$ cat config.mk
export PLATFORM = sky130hd
export DESIGN_NAME = cpu_controller
export DESIGN_NICKNAME = d
export VERILOG_FILES = /design/src/rtl/cpu_ctrl_pkg.sv /design/src/rtl/cpu_ctrl_decode.sv /design/src/rtl/cpu_controller.sv
export SDC_FILE = /design/constraint.sdc
export NUM_CORES = 1
export LEC_CHECK = 0
export CAP_MARGIN = 20
export CORE_MARGIN = 3
export CORE_UTILIZATION = 35
export DETAILED_ROUTE_END_ITERATION = 7
export HOLD_SLACK_MARGIN = 0.05
export PLACE_DENSITY = 0.8
export SYNTH_ARGS = -nofsm -noshare
export SYNTH_HDL_FRONTEND = slang
export SYNTH_SLANG_ARGS = --single-unit
$ cat constraint.sdc
create_clock -name clk -period 5.2 [get_ports clk]
set_clock_uncertainty 0.05 [all_clocks]
set_input_delay 0.78 -clock clk [delete_from_list [all_inputs] [get_ports clk]]
set_output_delay 0.78 -clock clk [all_outputs]
set_load 0.01 [all_outputs]
$ cat src/rtl/cpu_ctrl_pkg.sv
// Shared types and constants for the multi-cycle CPU controller.
// STEPWAIT exists only when CPU_CTRL_STEP_EN is defined.
package cpu_ctrl_pkg;

  typedef enum logic [2:0] {
    ST_FETCH     = 3'd0,
    ST_DECODE    = 3'd1,
    ST_EXECUTE   = 3'd2,
    ST_WRITEBACK = 3'd3,
    ST_PCLOAD    = 3'd4,
    ST_PCINC     = 3'd5,
    ST_HALT      = 3'd6
`ifdef CPU_CTRL_STEP_EN
    ,ST_STEPWAIT = 3'd7
`endif
  } state_e;

  // Instruction field bit positions (16-bit encoding)
  localparam int OP_MSB    = 15;
  localparam int OP_LSB    = 12;
  localparam int RDEST_MSB = 11;
  localparam int RDEST_LSB = 8;
  localparam int OPEXT_MSB = 7;
  localparam int OPEXT_LSB = 4;
  localparam int RSRC_MSB  = 3;
  localparam int RSRC_LSB  = 0;
  localparam int IMM8_MSB  = 7;
  localparam int IMM8_LSB  = 0;

  localparam logic [3:0] OP_RTYPE = 4'h0;
  localparam logic [3:0] OP_ADD   = 4'h5;
  localparam logic [3:0] OP_HALT  = 4'hF;

  localparam logic INSTR_R = 1'b0;
  localparam logic INSTR_I = 1'b1;

endpackage

$ cat src/rtl/cpu_ctrl_decode.sv
// Combinational instruction decoder: IR -> ALU opcode, instruction type,
// sign-extended immediate and halt flag.
module cpu_ctrl_decode
  import cpu_ctrl_pkg::*;
#(
  parameter int REG_WIDTH = 16
) (
  input  logic [REG_WIDTH-1:0] ir_i,
  output logic [3:0]           alu_op_o,
  output logic                 instr_type_o,
  output logic [REG_WIDTH-1:0] immediate_o,
  output logic                 is_halt_o
);

  logic [3:0] op;
  logic [3:0] opext;
  logic [7:0] imm8;
  logic       unused_rdest;

  assign op    = ir_i[OP_MSB:OP_LSB];
  assign opext = ir_i[OPEXT_MSB:OPEXT_LSB];
  assign imm8  = ir_i[IMM8_MSB:IMM8_LSB];

  // The destination field is routed by the controller, not decoded here.
  assign unused_rdest = ^ir_i[RDEST_MSB:RDEST_LSB];

  // NOTE: every output gets a default before the branches so no latch is inferred.
  always_comb begin
    alu_op_o     = opext;
    instr_type_o = INSTR_R;
    immediate_o  = '0;
    is_halt_o    = 1'b0;
    if (op == OP_HALT) begin
      alu_op_o  = OP_HALT;
      is_halt_o = 1'b1;
    end else if (op != OP_RTYPE) begin
      alu_op_o     = op;
      instr_type_o = INSTR_I;
      immediate_o  = {{(REG_WIDTH-8){imm8[7]}}, imm8};
    end
  end

endmodule

$ cat src/rtl/cpu_controller.sv
// Multi-cycle CPU control FSM: FETCH/DECODE/EXECUTE/WRITEBACK/PCLOAD/PCINC/HALT.
// Define CPU_CTRL_STEP_EN to add a STEPWAIT state released by the step input.
module cpu_controller
  import cpu_ctrl_pkg::*;
#(
  parameter int REG_WIDTH     = 16,
  parameter int REG_ADDR_BITS = 4
) (
  input  logic                     clk,
  input  logic                     reset,
  input  logic [REG_WIDTH-1:0]     instr,
  input  logic                     instrValid,
  input  logic                     step,
  output logic                     instrReq,
  output logic [REG_ADDR_BITS-1:0] regAddressA,
  output logic [REG_ADDR_BITS-1:0] regAddressB,
  output logic                     srcAddressRegEnable,
  output logic                     dstAddressRegEnable,
  output logic                     immediateRegEnable,
  output logic                     pcEnable,
  output logic                     aluOutputRegEnable,
  output logic                     regWriteEnable,
  output logic                     aluInputAMuxSelect,
  output logic                     aluInputBMuxSelect,
  output logic [3:0]               aluOpCode,
  output logic                     instrType,
  output logic [REG_WIDTH-1:0]     immediate,
  output logic                     halted
);

  state_e               state_q, state_d;
  logic [REG_WIDTH-1:0] ir_q, ir_d;

  logic [3:0]           dec_op;
  logic                 dec_type;
  logic [REG_WIDTH-1:0] dec_imm;
  logic                 dec_halt;

`ifndef CPU_CTRL_STEP_EN
  logic unused_step;
  assign unused_step = step;
`endif

  cpu_ctrl_decode #(.REG_WIDTH(REG_WIDTH)) u_decode (
    .ir_i        (ir_q),
    .alu_op_o    (dec_op),
    .instr_type_o(dec_type),
    .immediate_o (dec_imm),
    .is_halt_o   (dec_halt)
  );

  // NOTE: state registers use non-blocking assignments so all flops update together.
  always_ff @(posedge clk) begin
    if (reset) begin
      state_q <= ST_FETCH;
      ir_q    <= '0;
    end else begin
      state_q <= state_d;
      ir_q    <= ir_d;
    end
  end

  always_comb begin
    state_d = state_q;
    ir_d    = ir_q;
    case (state_q)
      ST_FETCH: begin
        if (instrValid) begin
          ir_d    = instr;
          state_d = ST_DECODE;
        end
      end
      ST_DECODE:    state_d = dec_halt ? ST_HALT : ST_EXECUTE;
      ST_EXECUTE:   state_d = ST_WRITEBACK;
      ST_WRITEBACK: state_d = ST_PCLOAD;
      ST_PCLOAD:    state_d = ST_PCINC;
`ifdef CPU_CTRL_STEP_EN
      ST_PCINC:     state_d = ST_STEPWAIT;
      ST_STEPWAIT:  if (step) state_d = ST_FETCH;
`else
      ST_PCINC:     state_d = ST_FETCH;
`endif
      ST_HALT:      state_d = ST_HALT;
      default:      state_d = ST_FETCH;
    endcase
  end

  // Outputs depend only on state and IR, never on the live instr bus.
  always_comb begin
    instrReq            = 1'b0;
    regAddressA         = '0;
    regAddressB         = '0;
    srcAddressRegEnable = 1'b0;
    dstAddressRegEnable = 1'b0;
    immediateRegEnable  = 1'b0;
    pcEnable            = 1'b0;
    aluOutputRegEnable  = 1'b0;
    regWriteEnable      = 1'b0;
    aluInputAMuxSelect  = 1'b0;
    aluInputBMuxSelect  = 1'b0;
    aluOpCode           = '0;
    instrType           = INSTR_R;
    immediate           = '0;
    halted              = 1'b0;
    case (state_q)
      ST_FETCH: instrReq = 1'b1;
      ST_DECODE: begin
        regAddressA         = REG_ADDR_BITS'(ir_q[RSRC_MSB:RSRC_LSB]);
        regAddressB         = REG_ADDR_BITS'(ir_q[RDEST_MSB:RDEST_LSB]);
        srcAddressRegEnable = 1'b1;
        dstAddressRegEnable = 1'b1;
        immediateRegEnable  = dec_type;
        instrType           = dec_type;
        immediate           = dec_imm;
        aluOpCode           = dec_op;
      end
      ST_EXECUTE, ST_WRITEBACK: begin
        aluOutputRegEnable = (state_q == ST_EXECUTE);
        regWriteEnable     = (state_q == ST_WRITEBACK);
        aluInputBMuxSelect = dec_type;
        aluOpCode          = dec_op;
        instrType          = dec_type;
        immediate          = dec_imm;
      end
      ST_PCLOAD: begin
        immediate          = REG_WIDTH'(1);
        immediateRegEnable = 1'b1;
      end
      ST_PCINC: begin
        aluInputAMuxSelect = 1'b1;
        aluInputBMuxSelect = 1'b1;
        aluOpCode          = OP_ADD;
        pcEnable           = 1'b1;
      end
      ST_HALT: halted = 1'b1;
      default: ;
    endcase
  end

endmodule
==> flow_summary.json, run 1 <==
{
  "outcome": "finished clean",
  "cts_tree": "done",
  "gp_congestion": 0.755,
  "ys_warn_count": 0,
  "layout_commonest_cell": "clkdlybuf4s50_1",
  "worst-path-stages": 4,
  "max_slew_margin_pct": 46.8,
  "worstPathCellList": "o21bai_1 -> nor3_2 -> and2_1 -> clkdlybuf4s50_1",
  "min_path_type": "reg2reg",
  "p_sw_share_pct": 30.8,
  "multiInputGateArea_um2": 534,
  "grt_pass1_wl_mm": 4.32,
  "ios": 59,
  "peakVddDrop_mv": 0.125,
  "area_growth_pct": 48.7,
  "clockBufferDepth": 2,
  "synth_top_cell_by_area": "dfxtp_1",
  "postCtsSetupBuffers": 0,
  "final_cell_mix": "57 x clkdlybuf4s50_1, 34 x nand2_1, 20 x a21oi_1",
  "syn_avg_cell_area_um2": 7.51,
  "clk_latency_ns": 0.29,
  "layout_min_cycle_time_ns": 3.49,
  "dr.first_iter.drc_count": 24,
  "critPathKind": "reg2out",
  "p_leak_nw": 0.558,
  "p_switching_mw": 0.106,
  "drtAntennaViolNets": 0,
  "cellInternalPower_mw": 0.238,
  "setup_slack_ns": 1.71,
  "rows": 19,
  "tightest_slew_ns": 0.795,
  "cp-end-kind": "output port",
  "power_frac_clock_pct": 21.6,
  "synth_fp_nets": 160,
  "cts_resized": 0,
  "viasPerCell": 5.06,
  "dr.pass1.iters": 4,
  "cts_sinks": 19,
  "grt_max_degree": 20,
  "critPathSlowestCell": "dfxtp_1",
  "worstPathArrival_ns": 2.66,
  "required_ns": 4.37,
  "hold_start": "ir_q[10]",
  "port_buffers": 57,
  "syn_inst": 140,
  "clkTransAtPathRegs_ns": 0.10,
  "ff_latch_area_um2": 380,
  "synth_area_um2": 1050,
  "synthTopCellsByArea": "dfxtp_1 36%, nand2_1 12%, a21oi_1 9.5%, and2_1 8.9%, buf_4 7.9%",
  "p_per_area_nw_per_um2": 220,
  "root_buffer": "clkbuf_4",
  "pwr-share-seq_pct": 49.5,
  "nNetsFinal": 203,
  "h-tree-depth": 1,
  "core_um2": 2810,
  "pwr-share-comb_pct": 28.8,
  "path_delay_family": "simple AND/OR/NAND/NOR gates",
  "crit_path_start": "state_q[1]",
  "startpoint_type": "flip-flop",
  "die_area_um2": 3700,
  "dp_slack_ns": 2.03,
  "vias": 1077,
  "r2r_cells": 3,
  "slew_violations": 0,
  "ctsHoldBuffers": 0,
  "antenna_cells": 0,
  "start_util_pct": 37.5,
  "critical_path_buf_inv_count": 1,
  "routedWlPerCell_um": 12.9,
  "wirelength_mm": 2.75,
  "dp_hpwl_mm": 2.03,
  "cts_buffers": 3,
  "grt_pass1_vias": 1002,
  "drv_cap": 0,
  "track_usage_pct": 15.5,
  "clock.fmax_ghz": 0.286,
  "synth_top_cell_area_share_pct": 36.2,
  "grt_remaining_overflow": 0,
  "setup_viol": 0,
  "worstHoldPathCells": 2,
  "finalSetupTns_ns": 0,
  "fp.dieH_um": 60.8,
  "hold_violations": 0,
  "synthDistinctLibCells": 27,
  "ys_seq_area_share_pct": 36.2,
  "synth-seq-cells": 19,
  "antenna_found_initial": 0,
  "worstReg2RegStart": "state_q[2]",
  "drc": 0,
  "max_stage_delay_ns": 0.71,
  "fillers": 269,
  "layout-drive-gt1-share_pct": 4.95,
  "worstPathMaxFanout": 18,
  "rsz0062_at_grt": "no",
  "fp.dieW_um": 60.8,
  "finalCritPeriodShare_pct": 67.1
}
-- power groups by stage --
| stage | clock (mW) | sequential, mW | combinational (mW) |
|---|---|---|---|
| 2_1_floorplan | 0 | 0.166 | 0.0631 |
| 3_3_place_gp | 0 | 0.172 | 0.0978 |
| 3_5_place_dp | 0 | 0.173 | 0.100 |
| 4_1_cts | 0.0772 | 0.170 | 0.100 |
| 5_1_grt | 0.0812 | 0.172 | 0.109 |
| 6_report | 0.0742 | 0.170 | 0.0990 |
-- stage by stage --
stage / power, mW / std cells / instance area, um2 / hold WS [ns] / utilization, %
after global routing: 0.362 / 213 / 1560 / 0.423 / 55.7
final: 0.343 / 213 / 1560 / 0.405 / 55.7
after detailed placement: 0.273 / 209 / 1540 / 0.394 / 54.7
after CTS: 0.348 / 213 / 1560 / 0.409 / 55.7
after global placement: 0.270 / 209 / 1540 / 0.389 / 54.7
after floorplan: 0.229 / 140 / 1050 / 0.382 / -
-- routing by layer --
layer  share of wire [%]  up-vias  track usage [%]
li1                    -      534                -
met1                  40      493             17.6
met2                  51       48             28.4
met3                 8.4        2             3.62
met4                0.58        0             4.95
met5                   0        -                0
-- layout make-up --
cell class	instances	share of cell area (%)
multi-input combinational	99	34.2
clock inverter	1	0.320
timing repair buffer	57	36.5
tap	31	2.48
clock buffer	3	1.44
sequential	19	24.3
inverter	3	0.721
-- flip-flops by register name (all words and copies together), names as in the netlist --
signal,cells
state_q,3
ir_q,16
-- synthesized netlist by cell type --
cell type  instances
a2111oi_0          1
nand2_1           34
nand2b_1           3
nor3b_2            1
buf_1              1
nor4_2             1
nor2_1             7
or4b_1             1
buf_4             11
o21ai_0            2
inv_1              3
nor3_2             1
nor2b_1            1
o21bai_1           1
a21oi_1           20
and4_1             1
o32ai_1            1
nor4b_4            1
nor3_1             3
buf_2              4
buf_6              1
o22ai_1            2
clkbuf_1           2
dfxtp_1           19
a211oi_1           2
and2_1            15
or2_2              1
-- tightest hold or removal path, delay by kind of cell (launching register included) --
| kind | cells | cell delay (ns) |
|---|---|---|
| flops | 1 | 0.32 |
| compound gates | 1 | 0.05 |
| simple gates | 1 | 0.05 |
-- cells by family (layout without fill, tap and decap cells) --
group,after synthesis,count (layout),share of synthesized area [%]
compound gates,29,29,15.5
buf+inv,22,64,13.0
flops,19,19,36.2
simple gates,70,70,35.4
-- worst paths after layout --
path	slack, ns	endpoint
max	1.71	immediate[12]
min	0.41	ir_q[10]
max reg2reg	3.41	ir_q[8]
min reg2reg	0.41	ir_q[10]
No activity file was read; power rests on OpenSTA's default activity.
==> inputs of run 2 (changes only) <==
--- a/config.mk
+++ b/config.mk
@@ -7,10 +7,10 @@
 export LEC_CHECK = 0
 export CAP_MARGIN = 20
 export CORE_MARGIN = 3
-export CORE_UTILIZATION = 35
+export CORE_UTILIZATION = 34
 export DETAILED_ROUTE_END_ITERATION = 7
 export HOLD_SLACK_MARGIN = 0.05
-export PLACE_DENSITY = 0.8
+export PLACE_DENSITY = 0.81
 export SYNTH_ARGS = -nofsm -noshare
 export SYNTH_HDL_FRONTEND = slang
 export SYNTH_SLANG_ARGS = --single-unit
==> constraint.sdc (replaced) <==
create_clock -name clk -period 3 [get_ports clk]
set_clock_uncertainty 0.05 [all_clocks]
set_input_delay 0.45 -clock clk [delete_from_list [all_inputs] [get_ports clk]]
set_output_delay 0.45 -clock clk [all_outputs]
set_load 0.01 [all_outputs]
==> run 2 against run 1 <==
  * Critical path depth stayed put
  * Register-to-register slack worse by 2.3 ns
  * Sequential share of layout area decreased by 0.31 points
  * Cell count rose by 0.94%
  * First-iteration DRC count is 13% lower
  * Highest routed layer unchanged
==> flow_summary.json, run 2 (synthesized netlist as in run 1, its figures left out) <==
{
  "outcome": "finished clean",
  "antenna_cells": 0,
  "nNetsFinal": 205,
  "routedWlPerCell_um": 12.9,
  "fp.dieH_um": 61.6,
  "die_area_um2": 3790,
  "reg.largest.list": "ir_q: 16 flops, state_q: 3 flops",
  "total_power_mw": 0.600,
  "required_ns": 2.50,
  "finalCritPeriodShare_pct": 90.9,
  "grt_remaining_overflow": 0,
  "fin_util_pct": 55.5,
  "dr.first_iter.drc_count": 21,
  "finalSetupTns_ns": 0,
  "max_slew_margin_pct": 44.8,
  "grt_max_degree": 20,
  "track_usage_pct": 14.9,
  "dr.pass1.iters": 4,
  "r2r_cells": 4,
  "peakVddDrop_mv": 0.225,
  "drtAntennaViolNets": 0,
  "dp_hpwl_mm": 2.13,
  "worstPathArrival_ns": 2.23,
  "h-tree-depth": 1,
  "rows": 19,
  "clk_latency_ns": 0.29,
  "hold_ws_ns": 0.405,
  "hold_end": "ir_q[11]",
  "stdcell_area_um2": 1580,
  "fp.dieW_um": 61.6,
  "clockBufferDepth": 2,
  "setup_slack_ns": 0.272,
  "critPathKind": "reg2out",
  "tightest_slew_ns": 0.825,
  "drv_cap": 0,
  "final_cell_mix": "57 x clkdlybuf4s50_1, 34 x nand2_1, 20 x a21oi_1",
  "wirelength_mm": 2.78,
  "clock.fmax_ghz": 0.367,
  "cp-end-kind": "output port",
  "setup_viol": 0,
  "vias": 1066,
  "rsz0062_at_grt": "no",
  "place_area_um2": 1550,
  "ctsHoldBuffers": 0,
  "area_growth_pct": 50.6,
  "hold_start": "ir_q[11]",
  "ios": 59,
  "worstReg2RegStart": "state_q[1]",
  "dp.cells": 211,
  "root_buffer": "clkbuf_4",
  "postCtsSetupBuffers": 0,
  "startpoint_type": "flip-flop",
  "start_util_pct": 36.8,
  "viasPerCell": 4.96,
  "slew_violations": 0,
  "r2r_slack_ns": 1.15,
  "grt_pass1_wl_mm": 4.20,
  "r2r_end": "ir_q[1]",
  "cts_resized": 0,
  "core_um2": 2850,
  "largest_reg_flops": 16,
  "layout_min_cycle_time_ns": 2.73,
  "min_path_type": "reg2reg",
  "worstPathMaxFanout": 15,
  "antenna_found_initial": 0,
  "cts_sinks": 19,
  "gp_congestion": 0.801,
  "largest-register": "ir_q",
  "dp_slack_ns": 0.496,
  "clkTransAtPathRegs_ns": 0.11,
  "layout-drive-gt1-share_pct": 5.43,
  "p_leak_nw": 0.564,
  "layout_commonest_cell": "clkdlybuf4s50_1",
  "worstHoldPathCells": 2,
  "drc": 0,
  "cts_buffers": 3,
  "grt_pass1_vias": 1002,
  "port_buffers": 57,
  "cts_tree": "done",
  "stdcell_count": 215,
  "p_per_area_nw_per_um2": 379,
  "hold_violations": 0
}
## run 2: changes by cell type in the layout (fill, tap and decap cells not counted)
cell | previous run | this run
nor3b_2 | 1 | 0
clkbuf_1 | 0 | 1
nor3b_4 | 0 | 1
clkinv_2 | 1 | 0
buf_4 | 0 | 2
## run 2: worst max-delay path by stage
stage	start	end	slack, ns	cells past startpoint
detailed placement	state_q[0]	immediateRegEnable	0.50	4
global route	state_q[2]	immediate[8]	0.08	4
finish	state_q[2]	immediate[15]	0.27	4
global placement	state_q[0]	immediateRegEnable	0.63	4
CTS	state_q[0]	immediateRegEnable	0.14	4
floorplan	state_q[0]	immediate[10]	0.91	5
## run 2: cell type report
type                       instances  area, um2
clock buffer                       4       26.3
fill                             262       1270
inverter                           3       11.3
multi-input combinational         99        541
sequential                        19        380
tap                               31       38.8
timing repair buffer              59        586
## run 2: report_power, final
part           internal [mW]  switching [mW]  leakage [nW]  total [mW]
clock                 0.0517          0.0760        0.0150       0.128
combinational         0.0957          0.0838         0.394       0.180
sequential             0.271          0.0211         0.156       0.292
## run 2: worst max-delay path, cell delays in order (launching register included)
cell,delay (ns)
dfxtp_1,0.50
o21bai_1,0.32
nor3_2,0.23
and2_1,0.29
clkdlybuf4s50_1,0.59
## run 2: metal layers
metal  vias up  global-route usage (%)  part of all wire [%]
met1       474                    16.7                    40
met2        47                    27.4                    51
met3         2                    3.56                   8.5
li1        543                       -                     -
met4         0                    4.55                  0.43
met5         -                       0                     0
